## config.mk

```make
export PLATFORM = sky130hd
export DESIGN_NAME = mips_exec_unit_flat
export DESIGN_NICKNAME = d
export VERILOG_FILES = /design/src/rtl/mips_pkg.sv /design/src/rtl/mips_exec_unit_if.sv /design/src/rtl/mips_data_ram.sv /design/src/rtl/mips_exec_unit.sv /design/src/flat_wrapper.sv
export SDC_FILE = /design/constraint.sdc
export NUM_CORES = 2
export LEC_CHECK = 0
export ABC_AREA = 1
export BUFFER_PORTS_ARGS = -buffer_cell sky130_fd_sc_hd__buf_4
export CAP_MARGIN = 20
export CORE_UTILIZATION = 63
export DETAILED_ROUTE_END_ITERATION = 10
export PLACE_DENSITY = 0.8
export SLEW_MARGIN = 10
export SYNTH_ARGS = -nofsm -noshare
export SYNTH_HDL_FRONTEND = slang
export SYNTH_SLANG_ARGS = --single-unit
```

## constraint.sdc

```tcl
create_clock -name clock -period 93.5 [get_ports clock]
set_clock_uncertainty 0.2 [all_clocks]
set_input_delay 23.375 -clock clock [delete_from_list [all_inputs] [get_ports clock]]
set_output_delay 23.375 -clock clock [all_outputs]
set_load 0.02 [all_outputs]
```

## src/rtl/mips_pkg.sv

```systemverilog
// mips_pkg: shared opcode/funct/ALU encodings and decode helpers for the exec slice.
package mips_pkg;
   localparam logic [5:0] OP_RTYPE = 6'b000000;
   localparam logic [5:0] OP_LW    = 6'b100011;
   localparam logic [5:0] OP_SW    = 6'b101011;
   localparam logic [5:0] OP_BEQ   = 6'b000100;
   localparam logic [5:0] OP_ADDI  = 6'b001000;
   localparam logic [5:0] OP_J     = 6'b000010;
   localparam logic [5:0] FN_ADD = 6'b100000;
   localparam logic [5:0] FN_SUB = 6'b100010;
   localparam logic [5:0] FN_AND = 6'b100100;
   localparam logic [5:0] FN_OR  = 6'b100101;
   localparam logic [5:0] FN_SLT = 6'b101010;
   typedef enum logic [2:0] {
      ALU_AND = 3'b000, ALU_OR = 3'b001, ALU_ADD = 3'b010, ALU_SUB = 3'b110, ALU_SLT = 3'b111
   } alu_ctl_e;
   typedef enum logic [1:0] {ALUOP_ADD = 2'b00, ALUOP_SUB = 2'b01, ALUOP_FUNCT = 2'b10} alu_op_e;
   typedef struct packed {
      logic    reg_write;
      logic    reg_dst;
      logic    alu_src;
      logic    branch;
      logic    mem_write;
      logic    mem_to_reg;
      logic    jump;
      alu_op_e alu_op;
   } ctrl_t;
   // Unknown opcodes fall through to all-zero controls, i.e. a no-op with an add ALU.
   function automatic ctrl_t decode(input logic [5:0] op);
      ctrl_t c;
      c = '0;
      case (op)
         OP_RTYPE: c = {7'b1100000, ALUOP_FUNCT};
         OP_LW:    c = {7'b1010010, ALUOP_ADD};
         OP_SW:    c = {7'b0010100, ALUOP_ADD};
         OP_BEQ:   c = {7'b0001000, ALUOP_SUB};
         OP_ADDI:  c = {7'b1010000, ALUOP_ADD};
         OP_J:     c = {7'b0000001, ALUOP_ADD};
         default:  c = '0;
      endcase
      return c;
   endfunction
   function automatic alu_ctl_e funct_ctl(input logic [5:0] fn);
      return fn == FN_SUB ? ALU_SUB :
             fn == FN_AND ? ALU_AND :
             fn == FN_OR  ? ALU_OR  :
             fn == FN_SLT ? ALU_SLT : ALU_ADD;
   endfunction
endpackage

```

## src/rtl/mips_exec_unit_if.sv

```systemverilog
// mips_exec_unit_if: instruction fields and operands in, control/ALU/RAM results out.
interface mips_exec_unit_if;
   logic [5:0]  opcode;
   logic [5:0]  funct;
   logic [31:0] src_a;
   logic [31:0] read_data2;
   logic [31:0] imm_ext;
   logic        reg_write, reg_dst, mem_to_reg, branch, jump, alu_src, mem_write;
   logic [2:0]  alu_ctl;
   logic [31:0] alu_out;
   logic        zero;
   logic        pc_src;
   logic [31:0] read_data;
   modport master (
      output opcode, funct, src_a, read_data2, imm_ext,
      input  reg_write, reg_dst, mem_to_reg, branch, jump, alu_src, mem_write,
      input  alu_ctl, alu_out, zero, pc_src, read_data
   );
   modport slave (
      input  opcode, funct, src_a, read_data2, imm_ext,
      output reg_write, reg_dst, mem_to_reg, branch, jump, alu_src, mem_write,
      output alu_ctl, alu_out, zero, pc_src, read_data
   );
endinterface

```

## src/rtl/mips_data_ram.sv

```systemverilog
// mips_data_ram: word RAM with async clear, sync write and combinational read.
module mips_data_ram #(
   parameter int MEM_WORDS = 64,
   localparam int AW = $clog2(MEM_WORDS)
) (
   input  logic          clock,
   input  logic          reset,
   input  logic          we_i,
   input  logic [AW-1:0] idx_i,
   input  logic [31:0]   wd_i,
   output logic [31:0]   rd_o
);
   logic [31:0] mem_q [MEM_WORDS];
   always_ff @(posedge clock or posedge reset)
      if (reset)
         for (int i = 0; i < MEM_WORDS; i++) mem_q[i] <= '0;
      else if (we_i)
         mem_q[idx_i] <= wd_i;
   assign rd_o = mem_q[idx_i];
endmodule

```

## src/rtl/mips_exec_unit.sv

```systemverilog
// mips_exec_unit: single-cycle MIPS decode + ALU + data RAM slice.
module mips_exec_unit
   import mips_pkg::*;
#(
   parameter int MEM_WORDS = 64
) (
   input  logic             clock,
   input  logic             reset,
   mips_exec_unit_if.slave  bus
);
   localparam int AW = $clog2(MEM_WORDS);
   ctrl_t       ctl;
   alu_ctl_e    alu_ctl;
   logic [31:0] b;
   logic [31:0] res;
   assign ctl = decode(bus.opcode);
   assign alu_ctl = ctl.alu_op == ALUOP_SUB   ? ALU_SUB :
                    ctl.alu_op == ALUOP_FUNCT ? funct_ctl(bus.funct) : ALU_ADD;
   assign b = ctl.alu_src ? bus.imm_ext : bus.read_data2;
   always_comb begin
      res = '0;
      case (alu_ctl)
         ALU_ADD: res = bus.src_a + b;
         ALU_SUB: res = bus.src_a - b;
         ALU_AND: res = bus.src_a & b;
         ALU_OR:  res = bus.src_a | b;
         ALU_SLT: res = {31'd0, $signed(bus.src_a) < $signed(b)};
         default: res = '0;
      endcase
   end
   assign bus.reg_write  = ctl.reg_write;
   assign bus.reg_dst    = ctl.reg_dst;
   assign bus.alu_src    = ctl.alu_src;
   assign bus.branch     = ctl.branch;
   assign bus.mem_write  = ctl.mem_write;
   assign bus.mem_to_reg = ctl.mem_to_reg;
   assign bus.jump       = ctl.jump;
   assign bus.alu_ctl    = alu_ctl;
   assign bus.alu_out    = res;
   assign bus.zero       = res == '0;
   assign bus.pc_src     = ctl.branch & (res == '0);
   // Byte address from the ALU; only the word index within the RAM is decoded.
   mips_data_ram #(.MEM_WORDS(MEM_WORDS)) u_ram (
      .clock (clock),
      .reset (reset),
      .we_i  (ctl.mem_write),
      .idx_i (res[AW+1:2]),
      .wd_i  (bus.read_data2),
      .rd_o  (bus.read_data)
   );
endmodule

```

## src/flat_wrapper.sv

```systemverilog
// flat-port wrapper written by rule: the top's interface ports become plain ports
module mips_exec_unit_flat import mips_pkg::*;
#(
   parameter int MEM_WORDS = 64
)
  (clock, reset, bus_opcode, bus_funct, bus_src_a, bus_read_data2, bus_imm_ext, bus_reg_write, bus_reg_dst, bus_mem_to_reg, bus_branch, bus_jump, bus_alu_src, bus_mem_write, bus_alu_ctl, bus_alu_out, bus_zero, bus_pc_src, bus_read_data);
  mips_exec_unit_if bus_i ();
  input  logic clock;
  input  logic reset;
  input wire logic [$bits(bus_i.opcode)-1:0] bus_opcode;
  input wire logic [$bits(bus_i.funct)-1:0] bus_funct;
  input wire logic [$bits(bus_i.src_a)-1:0] bus_src_a;
  input wire logic [$bits(bus_i.read_data2)-1:0] bus_read_data2;
  input wire logic [$bits(bus_i.imm_ext)-1:0] bus_imm_ext;
  output wire logic [$bits(bus_i.reg_write)-1:0] bus_reg_write;
  output wire logic [$bits(bus_i.reg_dst)-1:0] bus_reg_dst;
  output wire logic [$bits(bus_i.mem_to_reg)-1:0] bus_mem_to_reg;
  output wire logic [$bits(bus_i.branch)-1:0] bus_branch;
  output wire logic [$bits(bus_i.jump)-1:0] bus_jump;
  output wire logic [$bits(bus_i.alu_src)-1:0] bus_alu_src;
  output wire logic [$bits(bus_i.mem_write)-1:0] bus_mem_write;
  output wire logic [$bits(bus_i.alu_ctl)-1:0] bus_alu_ctl;
  output wire logic [$bits(bus_i.alu_out)-1:0] bus_alu_out;
  output wire logic [$bits(bus_i.zero)-1:0] bus_zero;
  output wire logic [$bits(bus_i.pc_src)-1:0] bus_pc_src;
  output wire logic [$bits(bus_i.read_data)-1:0] bus_read_data;
  assign bus_i.opcode = bus_opcode;
  assign bus_i.funct = bus_funct;
  assign bus_i.src_a = bus_src_a;
  assign bus_i.read_data2 = bus_read_data2;
  assign bus_i.imm_ext = bus_imm_ext;
  assign bus_reg_write = bus_i.reg_write;
  assign bus_reg_dst = bus_i.reg_dst;
  assign bus_mem_to_reg = bus_i.mem_to_reg;
  assign bus_branch = bus_i.branch;
  assign bus_jump = bus_i.jump;
  assign bus_alu_src = bus_i.alu_src;
  assign bus_mem_write = bus_i.mem_write;
  assign bus_alu_ctl = bus_i.alu_ctl;
  assign bus_alu_out = bus_i.alu_out;
  assign bus_zero = bus_i.zero;
  assign bus_pc_src = bus_i.pc_src;
  assign bus_read_data = bus_i.read_data;
  mips_exec_unit #(.MEM_WORDS(MEM_WORDS)) u_core (.clock(clock), .reset(reset), .bus(bus_i));
endmodule
```

After elaboration in Yosys (flattened, before gate mapping)
Cells that the tools add are included.
Operators by class
  $add $sub $neg: 2
  $mul: 0
  divide/modulo/power cells: 0
  $lt $le $gt $ge: 3
  eq/ne operators: 15
  shifts and indexed selects: 0
  muxes and demuxes: 15
  bitwise logic cells: 4
  reduce and logical (&&, ||, !) cells: 4
Operator list (number)
  $bwmux 2048: 1
  $bmux 32 s6: 1
  $demux 32 s6: 1
  $pmux 32 s5: 1
  $mux 32: 4
  $pmux 9 s6: 1
  $eq 6x6->1 const B: 6
  $add 32x32->32: 1
  $and 32x32->32: 1
  $logic_not 32->1: 1
  $lt 32x32->1: 1
  $or 32x32->32: 1
  $sub 32x32->32: 1
  $mux 3: 6
  $ge 7x7->1 const B: 1
  $lt 7x1->1 const B: 1
  $not 6->7: 1
  $eq 3x3->1 const B: 2
  $eq 6x2->1 const B: 1
  $eq 6x3->1 const B: 1
  $eq 6x4->1 const B: 1
  $logic_not 6->1: 1
  $eq 3x1->1 const B: 1
  $eq 3x2->1 const B: 1
  5 further kinds: 5
Storage, ports and cells
  flip-flop bits (word level): 2048
  bits in latches: 0
  bits in writable memories: 0
  bits in read-only memories: 0
  input bits: 110
  output and inout bits: 76
  word-level logic and storage cells: 107
  memories kept: 0

Depth between registers and ports, before layout
  depth after elaboration: 15
  gate-level depth with buffers: 34
  mapped depth without buffers: 29

By module
Synthesis repeated with hierarchy kept, for this count alone.
Unflattened totals
  cell total of the unflattened synthesis: 14613
  area, all modules: 102916.2 µm²
By module, submodules not included
  mips_data_ram: times used 1, cells each 13195, area an instance 95979.6 µm², seq. area each 51249.2 µm²
  mips_exec_unit: times used 1, cells each 1418, area an instance 6936.7 µm², seq. area each 0.0 µm²

Worst setup path before layout
OpenSTA, ideal clock, no wires.
  path kind: in2out
  start point: input port bus_opcode[4]
  end point: output port bus_read_data[5]
  arrival time: 28211 ps
  required time: 69925 ps
  setup slack: 41714 ps
  stages: 33
  path buffers: 4
  cell sequence: inv_1 -> nand4_1 -> nor3_1 -> inv_2 -> nand3_1 -> clkbuf_1 -> clkbuf_1 -> nand2_1 -> o21ai_0 -> ha_1 -> inv_1 -> fa_1 -> inv_1 -> nand3_1 -> nand2_1 -> nand2_1 -> nand2_1 -> inv_1 -> nand2_1 -> inv_1 -> nor2_1 -> buf_2 -> nand2_2 -> nor2_1 -> clkbuf_1 -> nand2_1 -> nand2_1 -> nor2_1 -> nand2_1 -> nand3_1 -> nand2_1 -> nand2_1 -> nand2_1
Between the ends
  elaborated cells on any way between the ends: 26
  those cells by class: add/sub: 2; eq/ne: 11; mux: 8; bitwise: 3; reduce/logical: 2
RTL lines
  start: declaration: line flat_wrapper.sv:10  | input wire logic [$bits(bus_i.opcode)-1:0] bus_opcode;
  $eq 6x2->1 (tied with other cells): line mips_pkg.sv:32  | case (op)
  $pmux 9 s6 (*): line mips_pkg.sv:32
  named net bus_alu_src: line flat_wrapper.sv:20  | output wire logic [$bits(bus_i.alu_src)-1:0] bus_alu_src;
  $mux 32 (*): line mips_exec_unit.sv:19  | assign b = ctl.alu_src ? bus.imm_ext : bus.read_data2;
  $sub 32x32->32 (tied with other cells): line mips_exec_unit.sv:24  | ALU_SUB: res = bus.src_a - b;
  $pmux 32 s5 (*): line mips_exec_unit.sv:22  | case (alu_ctl)
  $not 6->7 (implied by the code) (*): line mips_data_ram.sv:19  | assign rd_o = mem_q[idx_i];
  $bmux 32 s6 (*): line mips_data_ram.sv:19
  $mux 32 (implied by the code) (*) (2 in a row): line mips_data_ram.sv:19
  end: declaration: line flat_wrapper.sv:26  | output wire logic [$bits(bus_i.read_data)-1:0] bus_read_data;
Mark *: on every way through the listed nets, which the timed path passes. The rest lies on a longest branch. The select of a mux whose other input is x is not followed.

Worst setup path after layout
  start point: input port bus_opcode[4]
  end point: output port bus_read_data[30]
Between the ends
  longest elaborated chain between the ends: 11
  elaborated cells on any way between the ends: 26
  those cells by class: add/sub: 2; eq/ne: 11; mux: 8; bitwise: 3; reduce/logical: 2
RTL lines (line)
  $eq 6x2->1 (tied with other cells): mips_pkg.sv:32
  $pmux 9 s6 (*): mips_pkg.sv:32
  branches (longest 4 deep; another with $sub 32x32->32)
  $pmux 32 s5 (*): mips_exec_unit.sv:22
  $not 6->7 (implied by the code) (*): mips_data_ram.sv:19
  $bmux 32 s6 (*): mips_data_ram.sv:19
  $mux 32 (implied by the code) (*) (2 in a row): mips_data_ram.sv:19
Mark *: on every way between the ends. The select of a mux whose other input is x is not followed.

==> reports/qor.yml <==
placement:
  postPlaceCellArea_um2: 101000
  dp_cells: 14600
  place_congestion: 0.987
  io_buffers: 185
  hpwl_mm: 191
power_and_ir_drop:
  pwr-share-seq: 0.441
  power.switching_mw: 0.640
  p_leak_nw: 51.4
  swShare: 0.309
  p_int_mw: 1.43
  pwr-share-clk: 0.398
  combPwrFrac: 0.160
  powerDensity_nw_per_um2: 19.2
  ir_drop_v: 0.0000213
setup_path:
  cp_num_buf_inv: 11
  required_ns: 69.93
  cp_slowest_stage_delay_ns: 1.00
  cp-start-kind: "input pin"
  cpMaxStageDelayCell: "buf_4"
  cpLargestDelayFamily: "buffers and inverters"
  critPathMaxFanout: 94
  worstSetupEndpointType: "output port"
  arrival_ns: 32.25
  crit_type: "input pin to output port"
logic_synthesis:
  avgSynthCellArea_um2: 7.49
  synthCells: 13200
  yosysWarnings: 0
  ys_ff_latch: 2048
  ys_types: 36
  synth_top_area_share: 0.517
  synth_area_um2: 99100
  synth_area_leaders: "dfrtp_1, nand2_1, o21ai_0, a21oi_1, clkbuf_1"
  yosys.area.top_type: "dfrtp_1"
  postSynthNetCount: 13400
  synth-seq-area-share: 0.517
floorplanning:
  die_h_um: 399
  start_util: 0.635
  die_area_um2: 159000
  rows: 145
  coreArea_um2: 156000
  io_pins: 186
  die_x_um: 399
job:
  max-cap-violations: 0
final_layout:
  layout_common_cells: "nand2_1, o21ai_0, dfrtp_1, a21oi_1, inv_1"
  layout_commonest_cell: "nand2_1"
  nFillCells: 12600
  fin_cells: 15000
  seqCellArea_um2: 51200
  largest_reg_flops: 2048
  areaGrowthSynthToFinish_pct: 8.77
  fin_area_um2: 108000
  drive_gt1_frac: 0.0656
  largestRegisters: "u_core.u_ram.mem_q: 2048 flops"
  multi_input_area_um2: 42400
  finalNetCount: 13000
  fin_util: 0.690
  largest_register: "u_core.u_ram.mem_q"
timing:
  finalHoldViolations: 0
  maxSlewViolCount: 0
  maxSlewHeadroom: 0.206
  tightest_slew_ns: 1.19
  fin_crit_sh: 0.597
  rsz0062_at_grt: "false"
  min_period_ns: 55.83
  fmax_ghz: 0.0179
  finalSetupViolCount: 0
  tns_ns: 0
clocking:
  cts_resized: 0
  ctsHoldBuffers: 0
  root_buffer: "clkbuf_16"
  clock_latency_ns: 0.86
  path_clk_slew_ns: 0.06
  clock-sinks: 2048
  cts_tree: "built"
  cts_setup_buffers: 0
  numCtsBuffers: 202
  cts_max_level: 4
  clockBufferDepth: 3
detailed_routing:
  wirelength_mm: 340
  vias_per_cell: 6.21
  dr.first_iter.drc_count: 13900
  post_drt_wl_per_cell_um: 22.7
  drtPass1Iterations: 10
  vias: 93200
  ant_nets: 0
  drc: 0
grt:
  grt_pass1_vias: 88700
  antenna_found_initial: 9
  grt_max_degree: 192
  grt_use_total: 0.429
  grt_pass1_wl_mm: 521
  overflow: 0
status:
  status: "complete, no violations"
hold_path:
  hold_path_class: "register to register"
-- synthesized netlist by cell type --
master,count
nand3_1,195
clkinv_1,28
nor2_1,442
nor2_2,12
clkbuf_1,900
inv_1,496
a21boi_0,2
nand2_2,14
a211oi_1,1
nand3b_1,15
nand4_1,56
nor3_1,17
or2_0,1
fa_1,2
a21oi_1,829
nor3_2,6
buf_1,60
buf_2,50
dfrtp_1,2048
o21ai_0,2383
o21ai_1,29
a21o_1,4
o22ai_1,8
o211ai_1,19
and2_1,6
xor2_1,3
ha_1,96
inv_2,6
nor3_4,1
xnor2_1,2
nor2_4,2
nand2_1,5453
buf_4,2
o21bai_1,7
nor4_1,3
or2_2,39
-- metrics by stage --
step | setup WS, ns | total power [mW] | hold slack (ns)
after floorplan | 12.08 | 1.12 | 0.245
after global placement | 38.13 | 1.24 | 0.257
after detailed placement | 37.97 | 1.25 | 0.264
after CTS | 37.90 | 2.05 | 0.277
after global routing | 37.21 | 2.12 | 0.288
final | 37.67 | 2.07 | 0.277
-- routing by layer --
metal  GRT usage  share of wire  wire [µm]  vias to the layer above
li1            -              -          -                    41400
met1       0.571           0.37     127000                    44400
met2       0.646           0.44     148000                     6257
met3      0.0949           0.12      41800                     1218
met4       0.256          0.067      22900                        4
met5           0       0.000068         23                        -
-- power groups by stage --
stage / clock (mW) / combinational, mW / sequential (mW)
floorplan: 0 / 0.193 / 0.931
global placement: 0 / 0.313 / 0.928
detailed placement: 0 / 0.317 / 0.929
CTS: 0.823 / 0.318 / 0.913
global route: 0.860 / 0.346 / 0.915
finish: 0.824 / 0.332 / 0.914
-- cell type report --
cell class | count | share of cell area
Timing Repair Buffer | 350 | 0.0263
Inverter | 530 | 0.0185
Clock inverter | 63 | 0.00652
Multi-Input combinational cell | 9647 | 0.394
Antenna cell | 3 | 0.0000696
Sequential cell | 2048 | 0.475
Tap cell | 2058 | 0.0239
Clock buffer | 306 | 0.0558
-- worst reg2reg max path: stages (launching register included) --
cell	delay, ns
dfrtp_1	0.36
inv_1	0.11
nand2_1	0.07
o21ai_0	0.12
inv_1	0.07
-- path summary, 6_finish.rpt --
path	startpoint	end	slack, ns	cells after the start
min reg2reg	u_core.u_ram.mem_q[983]	u_core.u_ram.mem_q[983]	0.28	2
max	bus_opcode[4]	bus_read_data[30]	37.67	30
min in group asynchronous	reset	u_core.u_ram.mem_q[931]	22.48	2
max reg2reg	u_core.u_ram.mem_q[945]	u_core.u_ram.mem_q[945]	92.45	4
max in group asynchronous	reset	u_core.u_ram.mem_q[1116]	66.63	6
min	u_core.u_ram.mem_q[983]	u_core.u_ram.mem_q[983]	0.28	2
-- cell families (layout without fill, tap and decap cells) --
family          count (synthesis)  count (layout)  share of synthesized area
xor+xnor                        5               5                   0.000442
buf+inv                      1542            1249                     0.0591
simple gates                 6262            6262                      0.244
flops                        2048            2048                      0.517
other cells                     0               3                          0
compound gates               3282            3282                      0.167
fa+ha+maj                      98              98                     0.0125
Power figures use the tool's default switching activity.
